==> src/rtl/leg_pkg.sv <==
// Shared types and constants for the LEG fetch/decode front end.
package leg_pkg;

  typedef enum logic [1:0] {
    FETCH = 2'd0,
    READ  = 2'd1,
    VALID = 2'd2
  } state_t;

  localparam int          IMM1_BIT     = 7;
  localparam int          IMM2_BIT     = 6;
  localparam logic [2:0]  REG_PC_IDX   = 3'd6;
  localparam logic [2:0]  REG_ZERO_IDX = 3'd7;
  localparam int          INSTR_BYTES  = 4;
  localparam logic [7:0]  OPCODE_MASK  = 8'h3F;

endpackage

==> src/rtl/leg_operand_select.sv <==
// Resolves one ALU operand from an immediate flag, the arg byte and register data.
// Build option LEG_PC_OPERAND_EN maps register index 6 to the instruction PC.
module leg_operand_select
  import leg_pkg::*;
#(
  parameter int RF_REGS = 6
) (
  input  logic       imm,
  input  logic [7:0] arg,
  input  logic [7:0] rf_rdata,
  input  logic [7:0] pc,
  output logic [7:0] operand
);

  logic [2:0] idx;
  assign idx = arg[2:0];

`ifndef LEG_PC_OPERAND_EN
  logic unused_pc;
  assign unused_pc = ^pc;
`endif

  always_comb begin
    operand = 8'd0;
    if (imm) begin
      operand = arg;
    end else if (int'(idx) < RF_REGS) begin
      operand = rf_rdata;
`ifdef LEG_PC_OPERAND_EN
    end else if (idx == REG_PC_IDX) begin
      operand = pc;
`endif
    end else begin
      // Index 7 (and 6 without PC operands) reads as the zero register.
      operand = 8'd0;
    end
  end

endmodule

==> src/rtl/leg_fetch_decode.sv <==
// LEG front end: fetches 4-byte instructions, resolves operands, hands bundles to execute.
// Build option LEG_PC_OPERAND_EN enables PC-as-operand on register index 6.
module leg_fetch_decode
  import leg_pkg::*;
#(
  parameter logic [7:0] PC_RESET = 8'd0,
  parameter int         RF_REGS  = 6
) (
  input  logic       clk,
  input  logic       rst,
  input  logic       run_en,
  output logic [7:0] prog_addr,
  input  logic [7:0] prog_data,
  output logic [2:0] rf_raddr1,
  input  logic [7:0] rf_rdata1,
  output logic [2:0] rf_raddr2,
  input  logic [7:0] rf_rdata2,
  input  logic       redirect_valid,
  input  logic [7:0] redirect_pc,
  output logic       out_valid,
  input  logic       out_ready,
  output logic [7:0] out_opcode,
  output logic [7:0] out_op1,
  output logic [7:0] out_op2,
  output logic [7:0] out_dest,
  output logic [7:0] out_pc
);

  state_t     state_q, state_d;
  logic [2:0] k_q, k_d;
  logic [7:0] pc_q, pc_d;
  logic       vld_p1, vld_d;
  logic       load_out;

  logic [7:0] opc_p0, arg1_p0, arg2_p0, dest_p0;
  logic [7:0] op1_res, op2_res;

  assign prog_addr = (state_q == FETCH && k_q < 3'(INSTR_BYTES)) ? pc_q + {5'd0, k_q} : pc_q;
  assign rf_raddr1 = arg1_p0[2:0];
  assign rf_raddr2 = arg2_p0[2:0];
  assign out_valid = vld_p1;

  always_ff @(posedge clk or negedge rst) begin
    if (!rst) begin
      state_q <= FETCH;
      k_q     <= 3'd0;
      pc_q    <= PC_RESET;
      vld_p1  <= 1'b0;
    end else begin
      state_q <= state_d;
      k_q     <= k_d;
      pc_q    <= pc_d;
      vld_p1  <= vld_d;
    end
  end

  always_comb begin
    state_d  = state_q;
    k_d      = k_q;
    pc_d     = pc_q;
    vld_d    = vld_p1;
    load_out = 1'b0;
    case (state_q)
      FETCH: begin
        if (k_q == 3'(INSTR_BYTES)) begin
          state_d = READ;
          k_d     = 3'd0;
        end else if (k_q != 3'd0 || run_en) begin
          // run_en only gates the start of a fetch, never a fetch in flight.
          k_d = k_q + 3'd1;
        end
      end
      READ: begin
        state_d  = VALID;
        vld_d    = 1'b1;
        load_out = 1'b1;
      end
      VALID: begin
        if (out_ready) begin
          state_d = FETCH;
          k_d     = 3'd0;
          pc_d    = pc_q + 8'(INSTR_BYTES);
          vld_d   = 1'b0;
        end
      end
      default: begin
        state_d = FETCH;
        k_d     = 3'd0;
      end
    endcase
    // A redirect wins over everything, including a same-cycle handshake.
    if (redirect_valid) begin
      state_d  = FETCH;
      k_d      = 3'd0;
      pc_d     = redirect_pc;
      vld_d    = 1'b0;
      load_out = 1'b0;
    end
  end

  // ---- stage p0: instruction bytes, one per fetch cycle after the ROM latency
  always_ff @(posedge clk or negedge rst) begin
    if (!rst) begin
      opc_p0  <= 8'd0;
      arg1_p0 <= 8'd0;
      arg2_p0 <= 8'd0;
      dest_p0 <= 8'd0;
    end else if (state_q == FETCH) begin
      case (k_q)
        3'd1:    opc_p0  <= prog_data;
        3'd2:    arg1_p0 <= prog_data;
        3'd3:    arg2_p0 <= prog_data;
        3'd4:    dest_p0 <= prog_data;
        default: ;
      endcase
    end
  end

  leg_operand_select #(.RF_REGS(RF_REGS)) u_sel_op1 (
    .imm      (opc_p0[IMM1_BIT]),
    .arg      (arg1_p0),
    .rf_rdata (rf_rdata1),
    .pc       (pc_q),
    .operand  (op1_res)
  );

  leg_operand_select #(.RF_REGS(RF_REGS)) u_sel_op2 (
    .imm      (opc_p0[IMM2_BIT]),
    .arg      (arg2_p0),
    .rf_rdata (rf_rdata2),
    .pc       (pc_q),
    .operand  (op2_res)
  );

  // ---- stage p1: bundle presented to execute, held until accepted
  always_ff @(posedge clk or negedge rst) begin
    if (!rst) begin
      out_opcode <= 8'd0;
      out_op1    <= 8'd0;
      out_op2    <= 8'd0;
      out_dest   <= 8'd0;
      out_pc     <= 8'd0;
    end else if (load_out) begin
      out_opcode <= opc_p0 & OPCODE_MASK;
      out_op1    <= op1_res;
      out_op2    <= op2_res;
      out_dest   <= dest_p0;
      out_pc     <= pc_q;
    end
  end

endmodule

==> config.mk <==
export PLATFORM = sky130hd
export DESIGN_NAME = leg_fetch_decode
export DESIGN_NICKNAME = d
export VERILOG_FILES = /design/src/rtl/leg_pkg.sv /design/src/rtl/leg_operand_select.sv /design/src/rtl/leg_fetch_decode.sv
export SDC_FILE = /design/constraint.sdc
export NUM_CORES = 1
export LEC_CHECK = 0
export BUFFER_PORTS_ARGS = -buffer_cell sky130_fd_sc_hd__buf_4
export CAP_MARGIN = 20
export CELL_PAD_IN_SITES_DETAIL_PLACEMENT = 1
export CELL_PAD_IN_SITES_GLOBAL_PLACEMENT = 1
export CORE_AREA = 2 2 103 105
export DETAILED_ROUTE_END_ITERATION = 8
export DIE_AREA = 0 0 105 107
export HOLD_SLACK_MARGIN = 0.15
export PLACE_DENSITY = 0.75
export SETUP_SLACK_MARGIN = 0.4
export SKIP_CTS_REPAIR_TIMING = 1
export SYNTH_ARGS = -nofsm -noshare
export SYNTH_HDL_FRONTEND = slang
export SYNTH_SLANG_ARGS = --single-unit
export TNS_END_PERCENT = 10
==> constraint.sdc <==
create_clock -name clk -period 1.8 [get_ports clk]
set_clock_uncertainty 0.2 [all_clocks]
set_input_delay 0.27 -clock clk [delete_from_list [all_inputs] [get_ports clk]]
set_output_delay 0.27 -clock clk [all_outputs]
set_load 0.005 [all_outputs]
# ---- After elaboration in Yosys (flattened, before gate mapping)
# Index checks and enable logic that the tools add are counted.
dict set report totals {
  word_cells 66
  register_bits 84
  out_inout_bits 55
  in_bits 37
}
dict set report classes {
  n_reduce_logical 15
  n_eq_ne 10
  order_cmp 3
  mux 22
  add_sub_neg 3
}
# cell n
set ops {}
lappend ops {{$mux W8} 8}
lappend ops {{$reduce_and A2 Y1} 7}
lappend ops {{$mux W3} 4}
lappend ops {{$lt A3 B3 Y1 const B} 3}
lappend ops {{$pmux W3 S3} 1}
lappend ops {{$add A8 B3 Y8} 1}
lappend ops {{$add A8 B3 Y8 const B} 1}
lappend ops {{$eq A3 B2 Y1 const B} 2}
lappend ops {{$mux W2} 3}
lappend ops {{$pmux W2 S3} 1}
lappend ops {{$reduce_bool A3 Y1} 2}
lappend ops {{$mux W1} 4}
lappend ops {{$ne A4 B2 Y1 const B} 1}
lappend ops {{$reduce_bool A2 Y1} 2}
lappend ops {{$add A3 B1 Y3 const B} 1}
lappend ops {{$eq A3 B1 Y1 const B} 1}
lappend ops {{$eq A3 B3 Y1 const B} 1}
lappend ops {{$ne A3 B2 Y1 const B} 1}
lappend ops {{$ne A3 B3 Y1 const B} 1}
lappend ops {{$reduce_and A3 Y1} 1}
lappend ops {{$eq A2 B1 Y1 const B} 1}
lappend ops {{$eq A2 B2 Y1 const B} 1}
lappend ops {{$logic_not A2 Y1} 1}
lappend ops {{$ne A2 B2 Y1 const B} 1}
lappend ops {{other kinds (3)} 3}

# ---- Longest topological paths before layout
# Gate-level depths: netlist (run 1).
dict set report depth {
  word_depth 6
  mapped_depth 7
  mapped_depth_nobuf 7
}

# ---- Hierarchy
# A second synthesis (run 1) with hierarchy kept.
dict set report unflattened {
  cells_unflattened 303
  hier_area_um2 3932.5
}
# mod area_each_um2 n_inst cells_per_inst seq_area_each_um2
set modules_own_cells {}
lappend modules_own_cells {leg_fetch_decode 3662.3 1 267 2102.0}
lappend modules_own_cells {leg_operand_select 135.1 2 18 0.0}

# ---- Worst setup path before layout (run 1)
# Ideal clock, no wire load.
dict set report synth_timing {
  kind {register to output}
  startpoint {register k_q[0]}
  endpoint {output prog_addr[6]}
  required_time_ns 1.330
  path_buffers 0
  t_arrival_ns 1.529
  setup_slack_ns -0.199
  path_stages_with_launch 8
  cell_sequence {dfrtp_1 ha_1 inv_1 fa_1 nor2b_1 o211ai_1 nor2_1 xor2_1}
}
dict set report synth_between {
  elab_chain_cells 3
  elab_cells_between_ends 4
  classes_between {1 x add/sub; 1 x order compare; 1 x mux; 1 x reduce/logical}
}
# element line
set synth_lines {}
lappend synth_lines {{start: declaration} leg_fetch_decode.sv:30} ;# logic [2:0] k_q, k_d;
lappend synth_lines {{start signal: assignment} leg_fetch_decode.sv:51} ;# k_q <= k_d;
lappend synth_lines {{parallel branches: the longest is 2 deep, another holds $add A8 B3 Y8} n/a}
lappend synth_lines {{$mux W8 *} leg_fetch_decode.sv:38} ;# assign prog_addr = (state_q == FETCH && k_q < 3'(INSTR_BYTES)) ? pc_q + {5'd0, k_q} : pc_q;
lappend synth_lines {{end: declaration} leg_fetch_decode.sv:12} ;# output logic [7:0] prog_addr,
# Mark *: on every way between the ends.

# ---- Worst setup path in the final report (run 1)
dict set report layout_timing {
  startpoint {register pc_q[0]}
  endpoint {output prog_addr[6]}
}
dict set report layout_between {
  elab_chain_cells 2
}
# element line
set layout_lines {}
lappend layout_lines {{start: declaration} leg_fetch_decode.sv:31} ;# logic [7:0] pc_q, pc_d;
lappend layout_lines {{start signal: assignment} leg_fetch_decode.sv:52} ;# pc_q <= pc_d;
lappend layout_lines {{$add A8 B3 Y8} leg_fetch_decode.sv:38}
lappend layout_lines {{$mux W8} leg_fetch_decode.sv:38}
# No other way between the ends.

==> metrics.md, run 1 <==
| Metric | Value |
|---|---|
| Largest cells by area after synthesis | `dfrtp_1 (56%), mux2_2 (17%), a22oi_1 (3.2%)` |
| Routed wl met2 | `5800 µm` |
| Critical-path cell list | `ha_2 > inv_2 > fa_2 > nor2b_2 > o211ai_1 > nor2_1 > xor2_1 > buf_4` |
| Top layer in use | `met4` |
| M1 wire length | `between 4000 and 5000 µm` |
| Share of the synthesized area in the top cell type | `56.2%` |
| Failing checks | `setup timing` |
| Gpl congestion | `0.773` |
| TritonCTS Buffers | `9` |
| Post-Syn Instances | `roughly 300` |
| Starting Density | `a little under two fifths` |
| Max incr delay on CP | `0.38 ns` |
| R2R depth | `8` |
| FF-to-FF End | `k_q[1]` |
| Detailed Route Iter0 Violations | `74` |
| Hold/Removal Path Class | `in2reg` |
| Die Area | `11,200 µm²` |
| Final setup fails | `25` |
| GRT overflow | `0` |
| FF-to-FF Start | `k_q[0]` |
| Fraction of layout cells with a size suffix above 1 | `around half` |
| Post-route setup slack | `-0.703 ns` |
| Post-layout minimum cycle time | `2.50 ns` |
| Worst EP required | `1.33 ns` |
| Vias in the first global route | `about 3,000` |
| DRC viols | `0` |
| Worst-case clock buffer depth | `2` |
| Die Ht | `107 µm` |
| Reg-to-reg slack, setup | `-0.13 ns` |
| Mean Syn Cell Area | `roughly 12 µm²` |
| Routed via count | `2,925` |
| Main synth FF type | `dfrtp_1` |
| Initial antenna violation count | `0` |
| RSZ-0062 raised after global routing | `true` |
| Area growth syn-to-layout | `47.1%` |
| Number of routed nets with antenna violations | `0` |
| IO buf count | `89` |
| Core area | `10,100 µm²` |
| Top-level I/O count | `92` |
| Overall Power | `~7.3 mW` |
| Post-synth EDFFs | `0` |
| CTS sink cnt | `84` |
| Synth area leader | `dfrtp_1` |
| Sum Neg Setup Slack | `-4.82 ns` |
| Final Hold Viols | `0` |
| Tot GR Track Use | `17.8%` |
| Wire length per cell | `roughly 18 µm` |
| Slew @ Worst Pin | `0.526 ns` |
| Final wirelength | `10,900 µm` |
| Max IR drop VDD | `approximately 0.00062 V` |
| Fmax | `between 0.3 and 0.4 GHz` |
| Count leader, synth | `dfrtp_1` |
| CTS tree | `built` |
| Met3 routed WL | `between 400 and 500 µm` |
| Final net count | `497` |
| Cell Area, Synth | `about 3700 µm²` |
| Skew-Pair Late Insertion Delay | `0.35 ns` |
| Row cnt | `37` |
| H-Tree Depth | `3` |
| Number of max-slew violations in the final report | `0` |
| Crit. End Element | `output pin` |
| Yosys cell types | `33` |
| Final hold slack | `around 0.17 ns` |
| Worst EP arrival | `2.03 ns` |
| #FFs+latches synth | `84` |
| Max-Cap Viols | `0` |
| Global-route wire length before repair | `15,700 µm` |
| CP Max Fanout | `2` |
| Vias per std cell | `4.95` |
| CP Launch Point | `pc_q[0]` |
| Slowest cell on crit path | `dfrtp_1` |
| Die Width | `105 µm` |
| Critical path startpoint category | `register` |
| FFs w/ async S/R, synth | `100%` |
| Antenna cells | `0` |
| Status | `complete, but fails checks` |
| Pleak | `2.64 nW` |
| Power Dens Cells | `1330 nW/µm²` |
| Largest net degree at the start of global routing | `36` |
| Setup Crit Path Kind | `reg2out` |
| Synth top cells by count | `dfrtp_1 (84), mux2_2 (55), nor2_1 (24)` |
| Dpl hpwl | `6880 µm` |
| Worst Setup EP | `prog_addr[6]` |
| Final Cycle Share | `139%` |
| Relative slew slack | `between 60% and 70%` |
| CTS root buf | `clkbuf_8` |
| First drt pass iteration count | `4` |
| Clk slew on worst S/H paths | `about 0.080 ns` |
| Warning count from the yosys run | `0` |
| Register area share after synthesis | `56.2%` |
-- worst min-delay path by stage --
| stage | slack, ns | startpoint | endpoint | cells past startpoint |
|---|---|---|---|---|
| 2_1_floorplan | -0.23 | rst | arg1_p0[0] | 0 |
| 4_1_cts | -0.31 | rst | out_op2[3] | 1 |
| 6_report | 0.17 | run_en | k_q[0] | 5 |
| 3_5_place_dp | 0.08 | rst | out_op2[3] | 1 |
| 5_1_grt | 0.19 | run_en | k_q[0] | 5 |
| 3_3_place_gp | 0.08 | rst | out_op1[1] | 1 |
-- layout by cell type (no fill, tap or decap), types with 4 or more instances in the layout --
cell,netlist,routed
mux2_2,55,42
nor2_2,0,4
dlygate4sd3_1,0,34
a21oi_1,19,18
buf_4,15,103
o21ai_0,12,6
mux2_4,0,13
buf_12,0,6
clkbuf_8,0,9
a22oi_1,16,16
ha_1,9,6
buf_6,0,14
inv_1,7,5
nand2_1,18,17
nor2_1,24,20
xor2_1,7,7
dfrtp_1,84,83
-- power by group --
group / switching (mW) / internal [mW]
combinational: 1.15 / 1.86
clock: 0.717 / 0.511
sequential: 0.533 / 2.53
total: 2.40 / 4.90
-- kinds of logic after synthesis --
family          Yosys count  share of synthesized area [%]
fa+ha+maj                10                           3.55
other cells               1                          0.100
compound gates           52                           8.40
flops                    84                           56.2
buf+inv                  32                           4.88
xor+xnor                 11                           2.58
mux                      57                           17.1
simple gates             59                           7.19
-- metrics by stage --
| step | worst slack, ns | std cells | utilization (%) | instance area, µm² |
|---|---|---|---|---|
| 2_1_floorplan | -0.171 | 307 | - | 3770 |
| 3_3_place_gp | -0.315 | 536 | 46.9 | 4730 |
| 3_5_place_dp | -0.360 | 536 | 46.9 | 4730 |
| 4_1_cts | -0.774 | 552 | 48.7 | 4910 |
| 5_1_grt | -0.826 | 591 | 54.5 | 5500 |
| 6_report | -0.703 | 591 | 54.5 | 5500 |
-- per-layer routing --
layer / vias up / global-route usage (%)
met1: 1496 / 22.4
met3: 14 / 4.86
li1: 1335 / -
met4: 0 / 5.33
met2: 80 / 29.9
met5: - / 0
-- flip-flops by register name (all words and copies together) (netlist names), 8 cells and up --
signal	flops
out_pc	8
opc_p0	8
out_op2	8
pc_q	8
dest_p0	8
arg2_p0	8
out_op1	8
out_dest	8
arg1_p0	8
-- critical path, delay by kind of cell (launching register included) --
family	cells	cell delay (ns)
XOR/XNOR	1	0.17
flip-flops	1	0.38
buffers and inverters	2	0.17
AND/OR/NAND/NOR	2	0.29
adder cells (fa/ha/maj)	2	0.54
AO/OA/AOI/OAI	1	0.15
-- final cells by class --
| cell class | instances | area [µm²] |
|---|---|---|
| Clock buffer | 10 | 128 |
| Inverter | 7 | 28.8 |
| Sequential cell | 84 | 2100 |
| Multi-Input combinational cell | 191 | 1630 |
| Timing Repair Buffer | 157 | 1390 |
| Tap cell | 136 | 170 |
| Clock inverter | 6 | 48.8 |
| Fill cell | 1099 | 4590 |
No activity file was read; power rests on OpenSTA's default activity.
==> inputs of run 2 (changes only) <==
--- a/config.mk
+++ b/config.mk
@@ -10,8 +10,10 @@
 export CELL_PAD_IN_SITES_DETAIL_PLACEMENT = 1
 export CELL_PAD_IN_SITES_GLOBAL_PLACEMENT = 1
 export CORE_AREA = 2 2 103 105
+export CTS_BUF_LIST = sky130_fd_sc_hd__clkbuf_8 sky130_fd_sc_hd__clkbuf_16
 export DETAILED_ROUTE_END_ITERATION = 8
 export DIE_AREA = 0 0 105 107
+export GPL_TIMING_DRIVEN = 0
 export HOLD_SLACK_MARGIN = 0.15
 export PLACE_DENSITY = 0.75
 export SETUP_SLACK_MARGIN = 0.4
==> metrics.md, run 2 (synthesis gave the netlist of run 1 again) <==
| Metric | Value |
|---|---|
| First drt pass iteration count | `4 (unchanged)` |
| Final core utilization | `55.0% (+0.51 points)` |
| Global-route wire length before repair | `15,300 µm (-2.5%)` |
| CTS tree | `built` |
| Pre-CTS WS | `-0.481 ns (-0.120 ns)` |
| Die Ht | `107 µm (unchanged)` |
| Status | `complete, but fails checks` |
| Slew @ Worst Pin | `0.587 ns (+0.0611 ns)` |
| Skew-Pair Late Insertion Delay | `0.36 ns (about the same)` |
| H-Tree Depth | `3 (unchanged)` |
| Reg area | `2110 µm² (+0.42%)` |
| Top-level I/O count | `92 (unchanged)` |
| Fraction of layout cells with a size suffix above 1 | `48.0% (-0.99 points)` |
| TritonCTS Buffers | `9 (unchanged)` |
| Final setup fails | `18 (-28%)` |
| Relative slew slack | `60.9% (-4.1 points)` |
| Antenna cells | `0 (unchanged)` |
| Starting Density | `37.1% (unchanged)` |
| Hold/Removal Path Class | `in2reg` |
| Worst EP required | `1.33 ns (about the same)` |
| Routed via count | `2,920 (-0.17%)` |
| Critical path startpoint category | `register` |
| Largest net degree at the start of global routing | `85 (+140%)` |
| Crit. End Element | `output pin` |
| Final net count | `498 (+0.20%)` |
| Worst EP arrival | `2.04 ns (about the same)` |
| Die Area | `11,200 µm² (unchanged)` |
| Commonest non-fill, non-tap cell in the layout | `dfrtp_1` |
| Worst-case clock buffer depth | `2 (unchanged)` |
| Post-layout minimum cycle time | `2.51 ns (+0.00228 ns)` |
| Final wirelength | `10,700 µm (-1.5%)` |
| CTS root buf | `clkbuf_8` |
| Commonest non-fill, non-tap cells in the layout | `dfrtp_1 (76), buf_4 (75), mux2_2 (51)` |
| Multi-input gate area | `1590 µm² (-2.8%)` |
| IO buf count | `89 (unchanged)` |
| Initial antenna violation count | `0 (unchanged)` |
| Row cnt | `37 (unchanged)` |
| Post-route setup slack | `-0.706 ns (-0.00228 ns)` |
| Max-Cap Viols | `0 (unchanged)` |
| Area growth syn-to-layout | `48.4%` |
| Vias per std cell | `4.95 (about the same)` |
| Number of max-slew violations in the final report | `0 (unchanged)` |
| Clk slew on worst S/H paths | `0.08 ns (about the same)` |
| Fmax | `0.399 GHz (about the same)` |
| CTS sink cnt | `84 (unchanged)` |
| Max IR drop VDD | `0.000472 V (-24%)` |
| Tot GR Track Use | `17.6% (-0.15 points)` |
| Detailed Route Iter0 Violations | `99 (+34%)` |
| Gpl congestion | `0.789 (+2.1%)` |
| GRT overflow | `0 (unchanged)` |
| CP Max Fanout | `3 (+1)` |
| Number of fillers in the final layout | `1,049 (-4.5%)` |
| Setup Crit Path Kind | `reg2out` |
| RSZ-0062 raised after global routing | `true` |
| Vias in the first global route | `2,833 (-5.6%)` |
| Wire length per cell | `18.2 µm (-1.3%)` |
| Final Hold Viols | `0 (unchanged)` |
| Dpl hpwl | `6690 µm (-2.8%)` |
| Number of routed nets with antenna violations | `0 (unchanged)` |
| Sum Neg Setup Slack | `-4.61 ns (+0.214 ns)` |
| Final Cycle Share | `139% (about the same)` |
| Failing checks | `setup timing` |
| Core area | `10,100 µm² (unchanged)` |
| Die Width | `105 µm (unchanged)` |
| Power Dens Cells | `1350 nW/µm² (+1.7%)` |
| Pleak | `2.64 nW (+0.18%)` |
| DRC viols | `0 (unchanged)` |
[run 2: cell types whose count changed in the layout (fill, tap and decap cells not counted), moves of 4 or more]
cell and delta:
mux2_2 +9, nor2_2 -4, buf_12 -4, mux2_4 -9, buf_4 -28, buf_6 +24
dfrtp_1 -7, dfrtp_2 +7
[run 2: area by class of cell]
| cell class | count | share of cell area (%) |
|---|---|---|
| well taps | 136 | 3.07 |
| clock inverters | 5 | 1.44 |
| flip-flops and latches | 84 | 38.0 |
| multi-input cells | 191 | 28.6 |
| clock buffers | 9 | 2.23 |
| inverters | 7 | 0.473 |
| repair buffers | 133 | 21.7 |
| plain buffers | 25 | 4.53 |
[run 2: per-layer routing]
| metal | GRT usage, % | share of wire [%] |
|---|---|---|
| met2 | 28.9 | 52 |
| met5 | 0 | 0 |
| met3 | 3.95 | 4.2 |
| met1 | 23.1 | 42 |
| met4 | 6.00 | 1.2 |
[run 2: worst paths after layout]
path,from,end,slack (ns),cells past startpoint
worst min register to register,dest_p0[3],out_dest[3],0.30,1
max in group asynchronous,rst,k_q[2],0.63,3
worst max-delay path,pc_q[0],prog_addr[4],-0.71,8
worst min-delay path,out_ready,state_q[1],0.12,4
min in group asynchronous,rst,out_op1[1],0.13,2
worst max register to register,k_q[1],k_q[1],-0.20,6
[run 2: power by group]
group          switching, mW  internal [mW]
clock                  0.686          0.764
combinational           1.17           1.83
sequential             0.503           2.55
[run 2: worst max-delay path, stage by stage, from the launching register on]
cell and delay (ns):
dfrtp_1 0.43, ha_4 0.17, inv_2 0.03, fa_2 0.33, nor2b_1 0.11, o211ai_1 0.15
buf_4 0.19, xnor2_2 0.14, buf_4 0.13
[run 2: through the flow]
stage | hold slack [ns] | instances | total power, mW | instance area (µm²)
after detailed placement | 0.279 | 532 | 5.47 | 4610
after global placement | 0.278 | 532 | 5.32 | 4610
after CTS | -0.111 | 546 | 6.93 | 4810
final | 0.123 | 590 | 7.50 | 5550
after floorplan | -0.226 | 307 | 4.30 | 3770
after global routing | 0.118 | 590 | 7.97 | 5550
==> inputs of run 3 (changes only) <==
==> constraint.sdc (replaced) <==
create_clock -name clk -period 1.8 [get_ports clk]
set_clock_uncertainty 0.2 [all_clocks]
set_input_delay 0.36 -clock clk [delete_from_list [all_inputs] [get_ports clk]]
set_output_delay 0.36 -clock clk [all_outputs]
set_load 0.005 [all_outputs]
==> metrics.md, run 3 (synthesis gave the netlist of run 1 again) <==
| Metric | Value |
|---|---|
| Status | `complete, but fails checks` |
| Failing checks | `setup timing` |
| CTS tree | `built` |
| First drt pass iteration count | `4 (unchanged)` |
| Crit. End Element | `output pin` |
| Fmax | `0.384 GHz (-3.7%)` |
| Worst EP required | `1.24 ns (-0.09 ns)` |
| Power Dens Cells | `1360 nW/µm² (+0.57%)` |
| Tot GR Track Use | `17.3% (-0.27 points)` |
| GRT overflow | `0 (unchanged)` |
| Placed instance count | `532 (unchanged)` |
| Largest net degree at the start of global routing | `85 (unchanged)` |
| Detailed Route Iter0 Violations | `71 (-28%)` |
| Row cnt | `37 (unchanged)` |
| TritonCTS Buffers | `9 (unchanged)` |
| Post-route setup slack | `-0.803 ns (-0.0971 ns)` |
| Die Width | `105 µm (unchanged)` |
| Post-Layout Cell Count | `583 (-1.2%)` |
| Critical path startpoint category | `register` |
| Vias in the first global route | `2,883 (+1.8%)` |
| CTS sink cnt | `84 (unchanged)` |
| Pre-CTS WS | `-0.528 ns (-0.0472 ns)` |
| Critical-path cell list | `ha_2 > inv_2 > fa_2 > nor2b_1 > o211ai_1 > nor2_1 > xor2_1 > buf_4` |
| Commonest non-fill, non-tap cells in the layout | `dfrtp_1 (79), buf_6 (57), buf_4 (56)` |
| M1 wire length | `4490 µm (-1.3%)` |
| Top-level I/O count | `92 (unchanged)` |
| Final Hold Viols | `0 (unchanged)` |
| Max-Cap Viols | `0 (unchanged)` |
| Pleak | `2.63 nW (-0.40%)` |
| Skew-Pair Late Insertion Delay | `0.34 ns (-0.02 ns)` |
| Final hold slack | `0.120 ns (-0.00369 ns)` |
| Vias per std cell | `4.95 (about the same)` |
| Clk slew on worst S/H paths | `0.09 ns (about the same)` |
| Dpl hpwl | `6600 µm (-1.4%)` |
| Initial antenna violation count | `0 (unchanged)` |
| Fraction of layout cells with a size suffix above 1 | `48.3% (+0.30 points)` |
| Sum Neg Setup Slack | `-5.86 ns (-1.25 ns)` |
| Final core utilization | `54.7% (-0.26 points)` |
| Number of max-slew violations in the final report | `0 (unchanged)` |
| Commonest non-fill, non-tap cell in the layout | `dfrtp_1` |
| Worst-case clock buffer depth | `2 (unchanged)` |
| Gpl congestion | `0.791 (+0.28%)` |
| Routed via count | `2,887 (-1.1%)` |
| Max incr delay on CP | `0.41 ns (-0.02 ns)` |
| Met3 routed WL | `503 µm (+12%)` |
| Wire length per cell | `18.4 µm (+1.1%)` |
| Starting Density | `37.1% (unchanged)` |
| Relative slew slack | `61.0% (+0.096 points)` |
| Post-layout minimum cycle time | `2.60 ns (+0.0971 ns)` |
| Final wirelength | `10,700 µm (-0.10%)` |
| Final setup fails | `39 (+21)` |
| Slew @ Worst Pin | `0.585 ns (-0.00144 ns)` |
| Top delay family on crit path | `adder cells` |
| Area growth syn-to-layout | `47.7%` |
| Final net count | `489 (-1.8%)` |
| Max IR drop VDD | `0.000536 V (+14%)` |
| Routed wl met2 | `5650 µm (+0.96%)` |
| Die Area | `11,200 µm² (unchanged)` |
| Slowest cell on crit path | `dfrtp_1` |
| CTS root buf | `clkbuf_8` |
| Buf/Inv on CP | `2 (-1)` |
| CP Max Fanout | `4 (+1)` |
| H-Tree Depth | `3 (unchanged)` |
| Finished Cell Area | `5530 µm² (-0.47%)` |
| Setup Crit Path Kind | `reg2out` |
| Antenna cells | `0 (unchanged)` |
| Number of routed nets with antenna violations | `0 (unchanged)` |
| Core area | `10,100 µm² (unchanged)` |
| Top layer in use | `met4` |
| Overall Power | `7.50 mW (about the same)` |
| Placed cell area | `4610 µm² (about the same)` |
| Final Cycle Share | `145% (+5.4 points)` |
| Die Ht | `107 µm (unchanged)` |
| Hold/Removal Path Class | `in2reg` |
| IO buf count | `89 (unchanged)` |
| RSZ-0062 raised after global routing | `true` |
| DRC viols | `0 (unchanged)` |
| Global-route wire length before repair | `15,300 µm (+0.18%)` |
| Worst EP arrival | `2.04 ns (about the same)` |
[run 3: cell count changes in the layout (fill, tap and decap cells not counted), sizes merged]
cell,previous run,this run
buf,118,119
bufinv,2,1
clkbuf,16,14
clkinvlp,1,2
dlygate4sd3,33,25
inv,8,10
[run 3: path summary, 6_finish.rpt]
kind	slack, ns	cells after the start	from	end
max	-0.80	8	pc_q[0]	prog_addr[6]
min	0.12	3	rf_rdata2[7]	out_op2[7]
max reg2reg	-0.19	7	k_q[0]	k_q[0]
min reg2reg	0.31	1	dest_p0[3]	out_dest[3]
max in group asynchronous	0.51	3	rst	state_q[0]
min in group asynchronous	0.28	2	rst	out_op2[3]
[run 3: final cells by class]
| class | instances | area, µm² |
|---|---|---|
| multi-input combinational | 191 | 1590 |
| buffer | 25 | 241 |
| clock buffer | 9 | 124 |
| clock inverter | 7 | 75.1 |
| inverter | 7 | 26.3 |
| timing repair buffer | 124 | 1190 |
| sequential | 84 | 2110 |
| tap | 136 | 170 |
| fill | 1078 | 4570 |
[run 3: worst reg2reg max path, delay by kind of cell (launching register included)]
family	cells	cell delay, ns
simple gates	2	0.54
flops	1	0.43
compound gates	2	0.34
buf+inv	2	0.21
fa+ha+maj	1	0.20
[run 3: per-layer routing]
metal / vias up / global-route usage, %
met5: - / 0
met4: 0 / 5.24
met3: 4 / 3.47
met2: 86 / 29.4
met1: 1474 / 22.6
li1: 1323 / -
[run 3: power breakdown]
group	leakage [nW]	total, mW	internal [mW]	switching (mW)
logic	1.45	3.06	1.89	1.18
registers	1.08	3.07	2.54	0.530
clock network	0.0976	1.37	0.649	0.717
total	2.63	7.50	5.08	2.42
